===== config.mk =====
export PLATFORM = sky130hd
export DESIGN_NAME = wh_output_alloc
export DESIGN_NICKNAME = d
export VERILOG_FILES = /design/src/rtl/noc_pkg.sv /design/src/rtl/rr_pick.sv /design/src/rtl/wh_output_alloc.sv
export SDC_FILE = /design/constraint.sdc
export NUM_CORES = 1
export LEC_CHECK = 0
export ABC_AREA = 1
export BUFFER_PORTS_ARGS = -buffer_cell sky130_fd_sc_hd__buf_2
export CAP_MARGIN = 0
export CORE_MARGIN = 8
export CORE_UTILIZATION = 34
export DETAILED_ROUTE_END_ITERATION = 16
export PLACE_DENSITY = 0.53
export SYNTH_ARGS = -nofsm -noshare
export SYNTH_HDL_FRONTEND = slang
export SYNTH_SLANG_ARGS = --single-unit

===== constraint.sdc =====
create_clock -name clk -period 4.9 [get_ports clk]
set_input_delay 0.735 -clock clk [delete_from_list [all_inputs] [get_ports clk]]
set_output_delay 0.735 -clock clk [all_outputs]
set_load 0.02 [all_outputs]

===== src/rtl/noc_pkg.sv =====
// Shared definitions for the NoC router slice: allocator state encoding,
// flit-type bit positions and a constant-foldable clog2.
package noc_pkg;

  typedef enum logic {
    ST_IDLE   = 1'b0,
    ST_LOCKED = 1'b1
  } state_e;

  localparam int unsigned HEAD = 0;
  localparam int unsigned TAIL = 1;

  function automatic int unsigned clog2(input int unsigned v);
    int unsigned r;
    r = 0;
    for (int unsigned i = 0; i < 32; i++) begin
      if ((64'd1 << i) < 64'(v)) r = i + 1;
    end
    return r;
  endfunction

endpackage


===== src/rtl/rr_pick.sv =====
// Combinational round-robin picker: first set request strictly after ptr,
// wrapping modulo N, found by priority-encoding a doubled request vector.
module rr_pick
  import noc_pkg::*;
#(
  parameter  int unsigned N  = 4,
  localparam int unsigned SW = (clog2(N) > 0) ? clog2(N) : 1
) (
  input  logic [N-1:0]  req,
  input  logic [SW-1:0] ptr,
  output logic          found,
  output logic [SW-1:0] idx
);

  logic [2*N-1:0] dbl;

  assign dbl = {req, req};

  // Window (ptr, ptr+N] over the doubled vector covers each input exactly once.
  always_comb begin
    found = 1'b0;
    idx   = '0;
    for (int unsigned j = 0; j < 2 * N; j++) begin
      if (!found && dbl[j] && (j > 32'(ptr)) && (j <= 32'(ptr) + N)) begin
        found = 1'b1;
        idx   = SW'((j >= N) ? (j - N) : j);
      end
    end
  end

endmodule


===== src/rtl/wh_output_alloc.sv =====
// Wormhole output-port allocator: round-robin head arbitration, grant locked
// from head to tail, sends gated by a downstream credit counter.
module wh_output_alloc
  import noc_pkg::*;
#(
  parameter  int unsigned N     = 4,
  parameter  int unsigned DEPTH = 4,
  localparam int unsigned CW    = clog2(DEPTH + 1),
  localparam int unsigned SW    = clog2(N)
) (
  input  logic          clk,
  input  logic          reset,
  input  logic [N-1:0]  in_valid,
  input  logic [N-1:0]  in_head,
  input  logic [N-1:0]  in_tail,
  input  logic          credit_in,
  output logic [N-1:0]  in_ready,
  output logic          out_valid,
  output logic [SW-1:0] out_sel,
  output logic [CW-1:0] credits,
  output logic          busy,
  output logic          cred_err
);

  state_e        state_q;
  logic [SW-1:0] owner_q;
  logic [SW-1:0] ptr_q;
  logic [CW-1:0] credits_q, credits_d;
  logic          cred_err_q, cred_err_d;

  logic          can_send;
  logic          found;
  logic          send;
  logic [SW-1:0] pick;
  logic [SW-1:0] sel;
  logic [N-1:0]  cand;
  logic [N-1:0]  grant;

  assign cand = in_valid & in_head;

  rr_pick #(.N(N)) u_pick (
    .req   (cand),
    .ptr   (ptr_q),
    .found (found),
    .idx   (pick)
  );

  always_comb begin
    can_send = (credits_q != '0);
    grant    = '0;
    sel      = '0;
    if (state_q == ST_IDLE) begin
      if (found && can_send) begin
        grant[pick] = 1'b1;
        sel         = pick;
      end
    end else begin
      sel = owner_q;
      if (in_valid[owner_q] && can_send) grant[owner_q] = 1'b1;
    end
  end

  assign send = |grant;

  // Credit update; a return at full count is clamped and flagged instead of wrapping.
  always_comb begin
    credits_d  = credits_q;
    cred_err_d = cred_err_q;
    if (send && !credit_in) begin
      credits_d = credits_q - CW'(1);
    end else if (!send && credit_in) begin
      if (credits_q == CW'(DEPTH)) cred_err_d = 1'b1;
      else                         credits_d  = credits_q + CW'(1);
    end
  end

  always_ff @(posedge clk or negedge reset) begin
    if (!reset) begin
      state_q    <= ST_IDLE;
      owner_q    <= '0;
      ptr_q      <= SW'(N - 1);
      credits_q  <= CW'(DEPTH);
      cred_err_q <= 1'b0;
    end else begin
      credits_q  <= credits_d;
      cred_err_q <= cred_err_d;
      if (send) begin
        if (state_q == ST_IDLE) begin
          if (in_tail[pick]) begin
            ptr_q <= pick;
          end else begin
            state_q <= ST_LOCKED;
            owner_q <= pick;
          end
        end else if (in_tail[owner_q]) begin
          state_q <= ST_IDLE;
          ptr_q   <= owner_q;
        end
      end
    end
  end

  assign in_ready  = reset ? grant : '0;
  assign out_valid = |in_ready;
  assign out_sel   = reset ? sel : '0;
  assign busy      = reset && (state_q == ST_LOCKED);
  assign credits   = credits_q;
  assign cred_err  = cred_err_q;

endmodule

# --- Word level (Yosys, flattened, before mapping) ---
# Cells that the tools add are included.
classes:
  add_sub_neg: 3
  order_cmp: 14
  eq_ne: 3
  muxes: 40
  n_bitwise: 4
  n_reduce_logical: 40
op_table:
  columns: ["operator", "count"]
  rows:
  - ["<= comparator 3 x 32 -> 1 bit, first input constant", 4]
  - ["<= comparator 2 x 32 -> 1 bit, first input constant", 2]
  - ["<= comparator 1 x 32 -> 1 bit, first input constant", 1]
  - ["2-to-1 mux 2 bit", 12]
  - ["logical AND 1 bit", 23]
  - ["2-to-1 mux 1 bit", 16]
  - ["2-to-1 mux 4 bit", 4]
  - ["2-to-1 mux 3 bit", 3]
  - ["AND reduction 3 bit", 3]
  - ["logical NOT 1 bit", 8]
  - ["OR reduction 4 bit", 2]
  - ["binary-select mux 1 bit (select 2 bit)", 3]
  - ["less-than comparator 2 x 3 -> 1 bit, second input constant", 2]
  - ["adder 2 x 3 -> 4 bit, second input constant", 1]
  - ["bitwise AND 4 bit", 1]
  - ["demux 1 bit (select 2 bit)", 2]
  - [">= comparator 2 x 1 -> 1 bit, second input constant", 2]
  - ["greater-than comparator 2 bit, first input constant", 2]
  - ["nonzero test 2 bit", 2]
  - ["adder 3 x 1 -> 3 bit, second input constant", 1]
  - ["equality test 3 bit, second input constant", 1]
  - ["NOT 1 bit", 3]
  - ["nonzero test 3 bit", 1]
  - ["subtractor 3 x 1 -> 3 bit, second input constant", 1]
  - ["4 further kinds", 4]
word_totals:
  ff_bits: 9
  wordCells: 109

# --- Logic depth before layout (Yosys ltp) ---
# Gate-level depths: netlist (run 1).
depth:
  ltp_word: 41
  depth_mapped: 18

# --- Cells and area by module ---
# Synthesis (run 1) repeated with hierarchy kept, for this count alone.
hier_totals:
  cells_unflattened: 143
  hier_area_um2: 968.4
modules_own_cells:
  columns: ["mod", "instances", "cells_each", "area_per_inst_um2", "seq_area_each_um2"]
  rows:
  - ["wh_output_alloc", 1, 120, 847.1, 229.0]
  - ["rr_pick", 1, 23, 121.4, 0.0]

# --- Worst setup path after synthesis (run 1) ---
# Ideal clock, no wire load.
synth_timing:
  kind: "in2out"
  startpoint: "input port in_valid[3]"
  endpoint: "output port out_valid"
  arrival_ns: 2.080
  required_time_ns: 4.165
  setup_slack_ns: 2.085
  cell_stages: 13
  n_path_buf: 0
  path_cell_list: "nand2_2 -> inv_2 -> nand2_2 -> nand2_4 -> nor2_8 -> nand4_4 -> nand2_4 -> nand3_2 -> nand2_1 -> nor2_4 -> nand2_4 -> inv_2 -> nor2_1"
synth_between:
  elab_chain_cells: 29
  elab_cells_between_ends: 40
synth_lines:
  columns: ["element", "line_no", "source"]
  rows:
  - ["start, declared", "wh_output_alloc.sv:13", "input logic [N-1:0] in_valid,"]
  - ["bitwise AND 4 bit", "wh_output_alloc.sv:39", "assign cand = in_valid & in_head;"]
  - ["logical AND 1 bit (3 in series)", "rr_pick.sv:24", "if (!found && dbl[j] && (j > 32'(ptr)) && (j <= 32'(ptr) + N)) begin"]
  - ["2-to-1 mux 1 bit", "rr_pick.sv:24", null]
  - ["logical NOT 1 bit", "rr_pick.sv:24", null]
  - ["logical AND 1 bit (2 in series)", "rr_pick.sv:24", null]
  - ["2-to-1 mux 1 bit", "rr_pick.sv:24", null]
  - ["logical NOT 1 bit", "rr_pick.sv:24", null]
  - ["logical AND 1 bit (2 in series)", "rr_pick.sv:24", null]
  - ["(+9 left out)", null, null]
  - ["less-than comparator 2 x 3 -> 1 bit (implied by the code) / >= comparator 2 x 1 -> 1 bit (equally long branches)", "wh_output_alloc.sv:54", "grant[pick] = 1'b1;"]
  - ["logical AND 1 bit (implied by the code)", "wh_output_alloc.sv:54", null]
  - ["2-to-1 mux 1 bit (implied by the code)", "wh_output_alloc.sv:54", null]
  - ["demux 1 bit (select 2 bit)", "wh_output_alloc.sv:54", null]
  - ["2-to-1 mux 4 bit", "wh_output_alloc.sv:53", "if (found && can_send) begin"]
  - ["2-to-1 mux 4 bit (*)", "wh_output_alloc.sv:52", "if (state_q == ST_IDLE) begin"]
  - ["2-to-1 mux 4 bit (*)", "wh_output_alloc.sv:103", "assign in_ready = reset ? grant : '0;"]
  - ["OR reduction 4 bit (*)", "wh_output_alloc.sv:104", "assign out_valid = |in_ready;"]
  - ["end, declared", "wh_output_alloc.sv:18", "output logic out_valid,"]
# Every way passes the cells marked *; elsewhere a longest branch is shown, timed or not. The select of a mux whose other input is x is not followed.

# --- Final worst setup path (run 1) ---
# Same ends and word-level chain as after synthesis.

==> results of run 1 <==
==> cells in the final DEF, fill, tap and decap left out, drive strengths merged <==
master / netlist / layout
a21oi: 7 / 7
a221oi: 1 / 1
a22oi: 1 / 1
a31oi: 1 / 1
a41o: 1 / 1
buf: 1 / 26
clkbuf: 0 / 3
clkinv: 0 / 1
dfrtp: 6 / 6
dfstp: 3 / 3
fa: 1 / 1
ha: 2 / 2
inv: 21 / 21
nand2: 48 / 48
nand3: 20 / 20
nand3b: 1 / 1
nand4: 3 / 3
nor2: 13 / 13
nor3: 1 / 1
o21ai: 4 / 4
o22ai: 1 / 1
xnor2: 2 / 2
xor2: 1 / 1
==> logic make-up (layout without fill, tap and decap cells) <==
family          count (synthesis)  after routing  share of synthesized area
simple gates                   86             86                     0.5172
xor+xnor                        3              3                    0.02580
fa+ha+maj                       3              3                    0.04422
compound gates                 16             16                     0.1032
buf+inv                        22             51                    0.08476
flops                           9              9                     0.2248
==> Yosys cell counts, drive strengths merged <==
library cell  instances
nand2                48
nor2                 13
buf                   1
a41o                  1
ha                    2
a221oi                1
a21oi                 7
o21ai                 4
dfrtp                 6
o22ai                 1
a22oi                 1
nand3b                1
nor3                  1
xnor2                 2
a31oi                 1
nand3                20
inv                  21
dfstp                 3
xor2                  1
fa                    1
nand4                 3
==> through the flow <==
step,cell area [um2],utilization,power (mW),cells,setup WS [ns]
after floorplan,1018,-,0.5524,139,2.085
after global placement,1185,0.4013,0.6613,197,1.841
after detailed placement,1185,0.4013,0.6664,197,1.788
after CTS,1212,0.4106,0.7278,201,1.844
after global routing,1212,0.4106,0.7950,201,1.713
final,1212,0.4106,0.7182,201,1.869
==> state kept, by name, summed over array words and instances, names as in the netlist <==
| signal | count |
|---|---|
| cred_err | 1 |
| owner_q | 2 |
| state_q | 1 |
| credits | 3 |
| ptr_q | 2 |
==> final cells by class <==
cell class                      count  area, um2  share of cell area
Clock buffer                        3      22.52             0.01858
Sequential cell                     9      229.0              0.1889
Tap cell                           33      41.29             0.03406
Inverter                           21      81.33             0.06708
Multi-Input combinational cell    108      703.2              0.5800
Clock inverter                      1      5.005            0.004128
Timing Repair Buffer               26      130.1              0.1073
==> per-layer routing <==
| metal | GRT usage | routed length, um | up-vias |
|---|---|---|---|
| li1 | - | - | 516 |
| met1 | 0.1300 | 1198 | 453 |
| met2 | 0.1689 | 1129 | 24 |
| met3 | 0.02542 | 126 | 0 |
| met4 | 0.02771 | 0 | 0 |
| met5 | 0 | 0 | - |
==> worst paths after layout <==
check / start / endpoint / slack, ns
max in group asynchronous: reset / ptr_q[1] / 4.32
setup / recovery: in_valid[3] / out_valid / 1.87
setup reg to reg: ptr_q[1] / credits[2] / 2.16
min in group clk: ptr_q[1] / ptr_q[1] / 0.48
hold / removal: reset / cred_err / 0.32
hold reg to reg: ptr_q[1] / ptr_q[1] / 0.48
==> power by group through the flow <==
stage	Combinational, mW	Clock (mW)	Sequential, mW
global route	0.559	0.0643	0.172
finish	0.495	0.0580	0.165
detailed placement	0.500	0	0.166
CTS	0.502	0.0602	0.165
global placement	0.496	0	0.165
floorplan	0.386	0	0.167
==> flow_metrics.env, run 1 <==
export IMPL_status="finished clean"
export IMPL_post_cts_repair_setup_buffers=0
export IMPL_power_leakage_nw=0.6548
export IMPL_cts_resized=0
export IMPL_dieHeight_um=70.73
export IMPL_htreeDepth=1
export IMPL_vias=993
export IMPL_drt_total_wl_um=2453
export IMPL_power_density_mw_per_mm2=592.4
export IMPL_critical_path_max_stage_delay_ns=0.17
export IMPL_synth_seq_cells=9
export IMPL_yosysSeqAreaShare=0.2248
export IMPL_coreArea_mm2=0.002953
export IMPL_rsz0062_at_grt="false"
export IMPL_fmax_mhz=330.0
export IMPL_detail_route_first_pass_iterations=4
export IMPL_cap_violations=0
export IMPL_hp_class="input pin to async pin"
export IMPL_io_pins=27
export IMPL_grt_max_degree=14
export IMPL_cts_root_buf="clkbuf_4"
export IMPL_cp_slowest_cell="nor2_8"
export IMPL_antennaDiodeCount=0
export IMPL_cp_end_kind="primary output"
export IMPL_grt_pass1_wl_um=4353
export IMPL_dieWidth_um=70.73
export IMPL_cp_depth=15
export IMPL_critPathTopFamily="simple AND/OR/NAND/NOR gates"
export IMPL_min_period_over_period=0.6185
export IMPL_clk_transition_reported_paths_ns=0.07
export IMPL_syn_area_mm2=0.001018
export IMPL_remaining_drc_errors=0
export IMPL_grt_pass1_vias=1000
export IMPL_synth_top_cell_by_area="dfrtp_1"
export IMPL_worstRegToRegCells=16
export IMPL_slew_headroom=0.7326
export IMPL_std_cell_rows=20
export IMPL_synth_nets=157
export IMPL_tns_ns=0
export IMPL_critPathBufInv=4
export IMPL_areaGrowthSynthToFinish_pct=19.04
export IMPL_cts_sinks=9
export IMPL_cp_data_required_time_ns=4.16
export IMPL_holdWs_ns=0.3222
export IMPL_swShare=0.5481
export IMPL_syn_inst=139
export IMPL_critPathKind="input pin to primary output"
export IMPL_pwr_share_comb=0.689
export IMPL_nFillCells=333
export IMPL_final_hold_viol_count=0
export IMPL_setup_viol_count_final=0
export IMPL_cts_max_path_buffers=2
export IMPL_clockPowerShare=0.081
export IMPL_post_drt_wl_per_cell_um=12.20
export IMPL_grt_total_usage=0.1030
export IMPL_yosysTopAreaCellShare=0.1474
export IMPL_grt_overflow=0
export IMPL_start_kind="input pin"
export IMPL_clock_skew_ns=0.003017
export IMPL_worstMarginPinSlew_ns=0.4012
export IMPL_antenna_found_initial=0
export IMPL_final_nets=187
export IMPL_drt_iter0_drc=62
export IMPL_port_buffers=26
export IMPL_ant_nets=0
export IMPL_final_min_clock_period_ns=3.031
export IMPL_cts_buffers=3
export IMPL_gp_congestion=0.8065
export IMPL_seqPwrFrac=0.230
export IMPL_cp_cell_sequence="buf_2 > nand2_2 > inv_2 > nand2_2 > nand2_4 > nor2_8 > nand4_4 > nand3_2 > nand3_2 > nand2_1 > nor2_4 > nand2_4 > inv_2 > nor2_1 > buf_2"
export IMPL_p_int_mw=0.3246
export IMPL_cp_max_fo=9
export IMPL_irDropWorstVdd_mv=0.3243
export IMPL_netlist_top_cells_area="dfrtp_1, nand2_1, dfstp_2"
export IMPL_drv_slew=0
export IMPL_arrival_ns=2.30
export IMPL_synth_cell_types=30
export IMPL_holdBufCountCts=0
export IMPL_viasPerCell=4.940
export IMPL_insertion_delay_ns=0.26
export IMPL_die_area_mm2=0.005003
export IMPL_cts_tree="done"
export IMPL_dp_hpwl_um=2099
export IMPL_drive_gt1_frac=0.3988
export IMPL_syn_avg_cell_area_um2=7.327
export IMPL_yosys_warnings=0
export IMPL_power_switching_mw=0.3936
export IMPL_initial_core_util=0.3449
No activity file was read; power rests on OpenSTA's default activity.
==> inputs of run 2 (changes only) <==
--- a/config.mk
+++ b/config.mk
@@ -5,7 +5,7 @@
 export SDC_FILE = /design/constraint.sdc
 export NUM_CORES = 1
 export LEC_CHECK = 0
-export ABC_AREA = 1
+export ABC_AREA = 0
 export BUFFER_PORTS_ARGS = -buffer_cell sky130_fd_sc_hd__buf_2
 export CAP_MARGIN = 0
 export CORE_MARGIN = 8
==> constraint.sdc (replaced) <==
create_clock -name clk -period 3.14 [get_ports clk]
set_input_delay 0.471 -clock clk [delete_from_list [all_inputs] [get_ports clk]]
set_output_delay 0.471 -clock clk [all_outputs]
set_load 0.02 [all_outputs]
==> run 2 against run 1 <==
Clock power rose by 64%. Synthesized cell count fell by 20%. Clock-buffer cell count rose by 1. Sequential share of layout area rose by 0.71 points. Utilization rose by 1.3 points. Clock skew rose by 0.0017 ns. Largest power group unchanged. Largest cell class unchanged. Combinational power rose by 44%. Highest routed layer is now met4. Die area fell by 2.4%. Sequential cell count did not move.
==> flow_metrics.env, run 2 <==
export IMPL_status="finished clean"
export IMPL_areaGrowthSynthToFinish_pct=18.38
export IMPL_power_density_mw_per_mm2=935.5
export IMPL_clock_skew_ns=0.004693
export IMPL_p_int_mw=0.5416
export IMPL_cp_slowest_cell="dfstp_2"
export IMPL_grt_max_degree=12
export IMPL_hp_class="input pin to async pin"
export IMPL_final_util=0.4238
export IMPL_drv_slew=0
export IMPL_cts_buffers=3
export IMPL_holdWs_ns=0.06198
export IMPL_critPathBufInv=1
export IMPL_cp_cell_sequence="nor3_1 > a211oi_2 > and3_2 > a22oi_1 > nor2_1 > buf_2"
export IMPL_cts_max_path_buffers=2
export IMPL_detail_route_first_pass_iterations=4
export IMPL_post_cts_repair_setup_buffers=0
export IMPL_nFillCells=290
export IMPL_syn_avg_cell_area_um2=8.894
export IMPL_swShare=0.5046
export IMPL_layout_common_cells="buf_2, inv_1, nor2_1"
export IMPL_drt_iter0_drc=66
export IMPL_clk_transition_reported_paths_ns=0.07
export IMPL_final_hold_viol_count=0
export IMPL_initial_core_util=0.3580
export IMPL_yosysTopAreaCellShare=0.1521
export IMPL_ant_nets=0
export IMPL_worstMarginPinSlew_ns=0.5540
export IMPL_placed_cells=167
export IMPL_port_buffers=26
export IMPL_pwr_share_comb=0.650
export IMPL_gp_congestion=0.8474
export IMPL_grt_pass1_vias=1065
export IMPL_largest_reg_flops=3
export IMPL_post_drt_wl_per_cell_um=16.64
export IMPL_start_kind="flop"
export IMPL_antennaDiodeCount=0
export IMPL_synth_cell_types=52
export IMPL_dp_hpwl_um=2347
export IMPL_coreArea_mm2=0.002758
export IMPL_rsz0062_at_grt="false"
export IMPL_cp_max_fo=8
export IMPL_grt_pass1_wl_um=4850
export IMPL_synth_top_cell_by_area="dfrtp_1"
export IMPL_min_period_over_period=0.8104
export IMPL_tns_ns=0
export IMPL_holdBufCountCts=0
export IMPL_drive_gt1_frac=0.4000
export IMPL_synth_nets=129
export IMPL_std_cell_rows=19
export IMPL_power_switching_mw=0.5516
export IMPL_cts_resized=0
export IMPL_async_flop_share=1.000
export IMPL_critPathKind="flop to primary output"
export IMPL_arrival_ns=2.07
export IMPL_htreeDepth=1
export IMPL_cts_sinks=9
export IMPL_grt_total_usage=0.1191
export IMPL_cts_root_buf="clkbuf_4"
export IMPL_cap_violations=0
export IMPL_syn_area_um2=987.2
export IMPL_final_nets=159
export IMPL_critPathTopFamily="flip-flops"
export IMPL_fin_ws_ns=0.5954
export IMPL_synthTopCellsByCount="inv_1, nor2_1, a21oi_1, nand2_1, dfrtp_1"
export IMPL_vias=966
export IMPL_remaining_drc_errors=0
export IMPL_syn_inst=111
export IMPL_netlist_top_cells_area="dfrtp_1, dfstp_2, inv_1"
export IMPL_dieHeight_um=69.89
export IMPL_place_ws_ns=0.6098
export IMPL_setup_viol_count_final=0
export IMPL_grt_overflow=0
export IMPL_cp_data_required_time_ns=2.67
export IMPL_fin_cells=171
export IMPL_irDropWorstVdd_mv=0.5771
export IMPL_cp_end_kind="primary output"
export IMPL_yosysSeqAreaShare=0.2319
export IMPL_synth_edf_count=0
export IMPL_stdcell_area_mm2=0.001169
export IMPL_insertion_delay_ns=0.27
export IMPL_clockPowerShare=0.087
export IMPL_layout_commonest_cell="buf_2"
export IMPL_dieWidth_um=69.89
export IMPL_fmax_mhz=393.0
export IMPL_final_min_clock_period_ns=2.545
export IMPL_power_leakage_nw=0.5294
export IMPL_slew_headroom=0.6300
export IMPL_drt_total_wl_um=2846
export IMPL_cts_tree="done"
export IMPL_power_mw=1.093
export IMPL_synth_seq_cells=9
export IMPL_viasPerCell=5.649
export IMPL_antenna_found_initial=0
export IMPL_die_area_mm2=0.004884
export IMPL_synth_flop_cell="dfrtp_1"
export IMPL_critical_path_max_stage_delay_ns=0.59
export IMPL_yosys_warnings=0
export IMPL_io_pins=27
export IMPL_seqPwrFrac=0.263
export IMPL_dpl_cell_area_mm2=0.001142
export IMPL_synth_most_common_cell="inv_1"
==> run 2: cell types whose count changed after synthesis, moves of 6 or more <==
cell     delta
nand2_2     -9
nand3_1    -11
nand2_4     -6
nand2_1    -25
==> run 2: worst reg2reg max path, cell delays in order, from the launching register on <==
cell and delay (ns):
dfrtp_1 0.55, mux2i_1 0.14, nor3b_2 0.32, o31ai_4 0.12, inv_1 0.07, ha_1 0.21, inv_1 0.11, fa_1 0.43
nor3_1 0.21, a21oi_1 0.06, o21ai_0 0.15, o31ai_1 0.09
==> run 2: cell families (layout without fill, tap and decap cells) <==
kind of cell / after synthesis / in the layout / share of synthesized area
mux: 3 / 3 / 0.04309
compound gates: 43 / 43 / 0.3815
fa+ha+maj: 3 / 3 / 0.04562
simple gates: 39 / 39 / 0.2256
xor+xnor: 1 / 1 / 0.008874
buf+inv: 13 / 42 / 0.06337
flops: 9 / 9 / 0.2319
==> run 2: power groups by stage <==
stage                     clock network (mW)  registers, mW  logic (mW)
final                                 0.0953          0.287       0.711
after global routing                   0.102          0.300       0.791
after CTS                             0.0997          0.286       0.715
after detailed placement                   0          0.288       0.707
after global placement                     0          0.287       0.711
after floorplan                            0          0.280       0.537
==> run 2: final cells by class <==
cell class,count,area [um2],share of cell area
well taps,31,38.79,0.03319
inverters,11,41.29,0.03533
repair buffers,27,137.6,0.1178
flip-flops and latches,9,229.0,0.1959
clock buffers,4,26.28,0.02248
multi-input cells,89,695.7,0.5953
==> run 2: path summary, 6_finish.rpt <==
| path | end | depth (start not counted) | slack [ns] | startpoint |
|---|---|---|---|---|
| max in group asynchronous | credits[2] | 1 | 2.80 | reset |
| setup reg to reg | credits[2] | 11 | 0.62 | owner_q[0] |
| hold / removal | state_q | 1 | 0.06 | reset |
| hold reg to reg | cred_err | 1 | 0.46 | cred_err |
| min in group clk | cred_err | 1 | 0.46 | cred_err |
| setup / recovery | in_ready[2] | 6 | 0.60 | credits[2] |
==> run 2: metal layers <==
metal / global-route usage / share of wire / vias up
met3: 0.02260 / 0.065 / 4
met5: 0 / 0 / -
met1: 0.1540 / 0.49 / 441
li1: - / - / 479
met4: 0.07143 / 0.014 / 0
met2: 0.1777 / 0.43 / 42
==> inputs of run 3 (changes only) <==
--- a/config.mk
+++ b/config.mk
@@ -5,7 +5,7 @@
 export SDC_FILE = /design/constraint.sdc
 export NUM_CORES = 1
 export LEC_CHECK = 0
-export ABC_AREA = 0
+export ABC_AREA = 1
 export BUFFER_PORTS_ARGS = -buffer_cell sky130_fd_sc_hd__buf_2
 export CAP_MARGIN = 0
 export CORE_MARGIN = 8
==> constraint.sdc (replaced) <==
create_clock -name clk -period 2.49 [get_ports clk]
set_input_delay 0.3735 -clock clk [delete_from_list [all_inputs] [get_ports clk]]
set_output_delay 0.3735 -clock clk [all_outputs]
set_load 0.02 [all_outputs]
==> run 3 against run 2 <==
The run now ends with setup timing left. Critical path depth grew 9. Sequential power increased by 8.4%. Via count rose by 18%. Highest routed layer unchanged. First-iteration DRC count shrank 1.5%. Sequential cell count did not move. Critical path type unchanged. Power is 65% higher. Sequential share of layout area decreased by 4.3 points. Hold slack gained 0.40 ns. Non-clock buffer count rose by 24. Critical endpoint is now out_valid.
==> flow_metrics.env, run 3 (synthesis results as in run 1) <==
export IMPL_start_kind="flop"
export IMPL_fmax_mhz=380.5
export IMPL_crit_start="ptr_q[1]"
export IMPL_r2r_start="ptr_q[1]"
export IMPL_multiInputGateArea_um2=772.0
export IMPL_post_drt_wl_per_cell_um=13.39
export IMPL_dieHeight_um=70.73
export IMPL_power_density_mw_per_mm2=1209
export IMPL_vias=1136
export IMPL_setup_viol_count_final=3
export IMPL_nFillCells=294
export IMPL_io_pins=27
export IMPL_initial_core_util=0.3449
export IMPL_drt_iter0_drc=65
export IMPL_grt_pass1_wl_um=5106
export IMPL_arrival_ns=2.25
export IMPL_power_leakage_nw=0.7848
export IMPL_fin_cells=226
export IMPL_irDropWorstVdd_mv=0.6765
export IMPL_seqPwrFrac=0.172
export IMPL_remaining_drc_errors=0
export IMPL_fin_ws_ns=-0.1383
export IMPL_drive_gt1_frac=0.5389
export IMPL_violations="setup timing"
export IMPL_layout_commonest_cell="nand2_1"
export IMPL_worstMarginPinSlew_ns=0.3681
export IMPL_stdcell_area_mm2=0.001495
export IMPL_grt_pass1_vias=1132
export IMPL_grt_max_degree=13
export IMPL_rsz0062_at_grt="true"
export IMPL_min_period_over_period=1.056
export IMPL_final_min_clock_period_ns=2.628
export IMPL_cts_sinks=9
export IMPL_layout_common_cells="nand2_1, buf_4, buf_2"
export IMPL_final_nets=212
export IMPL_dpl_cell_area_mm2=0.001287
export IMPL_std_cell_rows=20
export IMPL_antennaDiodeCount=0
export IMPL_drt_total_wl_um=3027
export IMPL_hp_class="flop to flop"
export IMPL_final_hold_viol_count=0
export IMPL_insertion_delay_ns=0.26
export IMPL_port_buffers=26
export IMPL_cts_root_buf="clkbuf_4"
export IMPL_swShare=0.5021
export IMPL_dieWidth_um=70.73
export IMPL_detail_route_first_pass_iterations=4
export IMPL_placed_cells=208
export IMPL_grt_total_usage=0.1250
export IMPL_ant_nets=0
export IMPL_gp_congestion=0.8954
export IMPL_cap_violations=0
export IMPL_grt_overflow=0
export IMPL_cts_buffers=3
export IMPL_clock_skew_ns=0.008795
export IMPL_areaGrowthSynthToFinish_pct=46.81
export IMPL_pwr_share_comb=0.764
export IMPL_drv_slew=0
export IMPL_clockPowerShare=0.064
export IMPL_htreeDepth=1
export IMPL_status="finished with violations"
export IMPL_hold_start="cred_err"
export IMPL_largest_reg_flops=3
export IMPL_die_area_mm2=0.005003
export IMPL_coreArea_mm2=0.002953
export IMPL_cts_max_path_buffers=2
export IMPL_place_ws_ns=-0.05952
export IMPL_cp_data_required_time_ns=2.12
export IMPL_slew_headroom=0.7527
export IMPL_register_area_um2=229.0
export IMPL_power_switching_mw=0.9077
export IMPL_cp_max_fo=6
export IMPL_critPathKind="flop to primary output"
export IMPL_viasPerCell=5.027
export IMPL_holdWs_ns=0.4634
export IMPL_clk_transition_reported_paths_ns=0.07
export IMPL_p_int_mw=0.9003
export IMPL_cp_end_kind="primary output"
export IMPL_cts_tree="done"
export IMPL_dp_hpwl_um=2357
export IMPL_antenna_found_initial=0
-- run 3: changes by cell type in the layout (fill, tap and decap cells not counted), moves of 6 or more --
cell	delta
nand2_1	+21
buf_4	+24
nand2_4	+8
nand3_1	+9
nand3_2	+6
nand2_2	+11
-- run 3: worst paths after layout --
| path | end | cells past startpoint | slack, ns |
|---|---|---|---|
| min in group asynchronous | cred_err | 2 | 0.50 |
| min reg2reg | cred_err | 1 | 0.46 |
| max | out_valid | 15 | -0.14 |
| max in group asynchronous | ptr_q[1] | 2 | 1.74 |
| min | cred_err | 1 | 0.46 |
| max reg2reg | credits[2] | 16 | -0.08 |
-- run 3: per-stage QoR --
stage               utilization  power, mW   TNS, ns
detailed placement       0.4360      1.431  -0.05952
CTS                      0.4771      1.703   -0.2823
finish                   0.5064      1.808   -0.2462
global placement         0.4360      1.412         0
floorplan                     -      1.104         0
global route             0.5064      1.965   -0.9490
-- run 3: power by group through the flow --
stage                     Combinational, mW  Sequential (mW)  Clock, mW
after floorplan                       0.775            0.328          0
after global placement                 1.11            0.302          0
after detailed placement               1.12            0.307          0
after CTS                              1.27            0.308      0.121
after global routing                   1.51            0.323      0.129
final                                  1.38            0.311      0.116
-- run 3: metal layers --
| layer | GRT usage | up-vias | part of all wire |
|---|---|---|---|
| li1 | - | 560 | - |
| met1 | 0.1492 | 530 | 0.43 |
| met2 | 0.2101 | 42 | 0.50 |
| met3 | 0.03531 | 4 | 0.052 |
| met4 | 0.03926 | 0 | 0.013 |
| met5 | 0 | - | 0 |
-- run 3: layout make-up --
| cell class | count | share of cell area |
|---|---|---|
| Timing Repair Buffer | 51 | 0.2285 |
| Clock inverter | 1 | 0.003347 |
| Tap cell | 33 | 0.02762 |
| Inverter | 21 | 0.05607 |
| Clock buffer | 3 | 0.01506 |
| Sequential cell | 9 | 0.1531 |
| Multi-Input combinational cell | 108 | 0.5163 |
-- run 3: critical path, stage by stage (launching register included) --
cell and delay (ns):
dfstp_2 0.58, nor2_2 0.06, nand2_4 0.09, nand2_4 0.07, nor2_8 0.17, nand4_1 0.13, nand2_1 0.10, inv_2 0.08
nand3_2 0.10, nand2_2 0.07, nor2_4 0.14, nand2_4 0.07, buf_6 0.12, inv_4 0.04, nor2_2 0.03, buf_6 0.14
-- run 3: repair_timing --
item                                    CTS  global route
setup buffers                             9             4
gates cloned                              0             0
hold buffers                              1             0
gates resized for setup                   7            16
endpoints found under the setup margin    2             5
endpoints found under the hold margin     6             0
pin swaps                                12            17
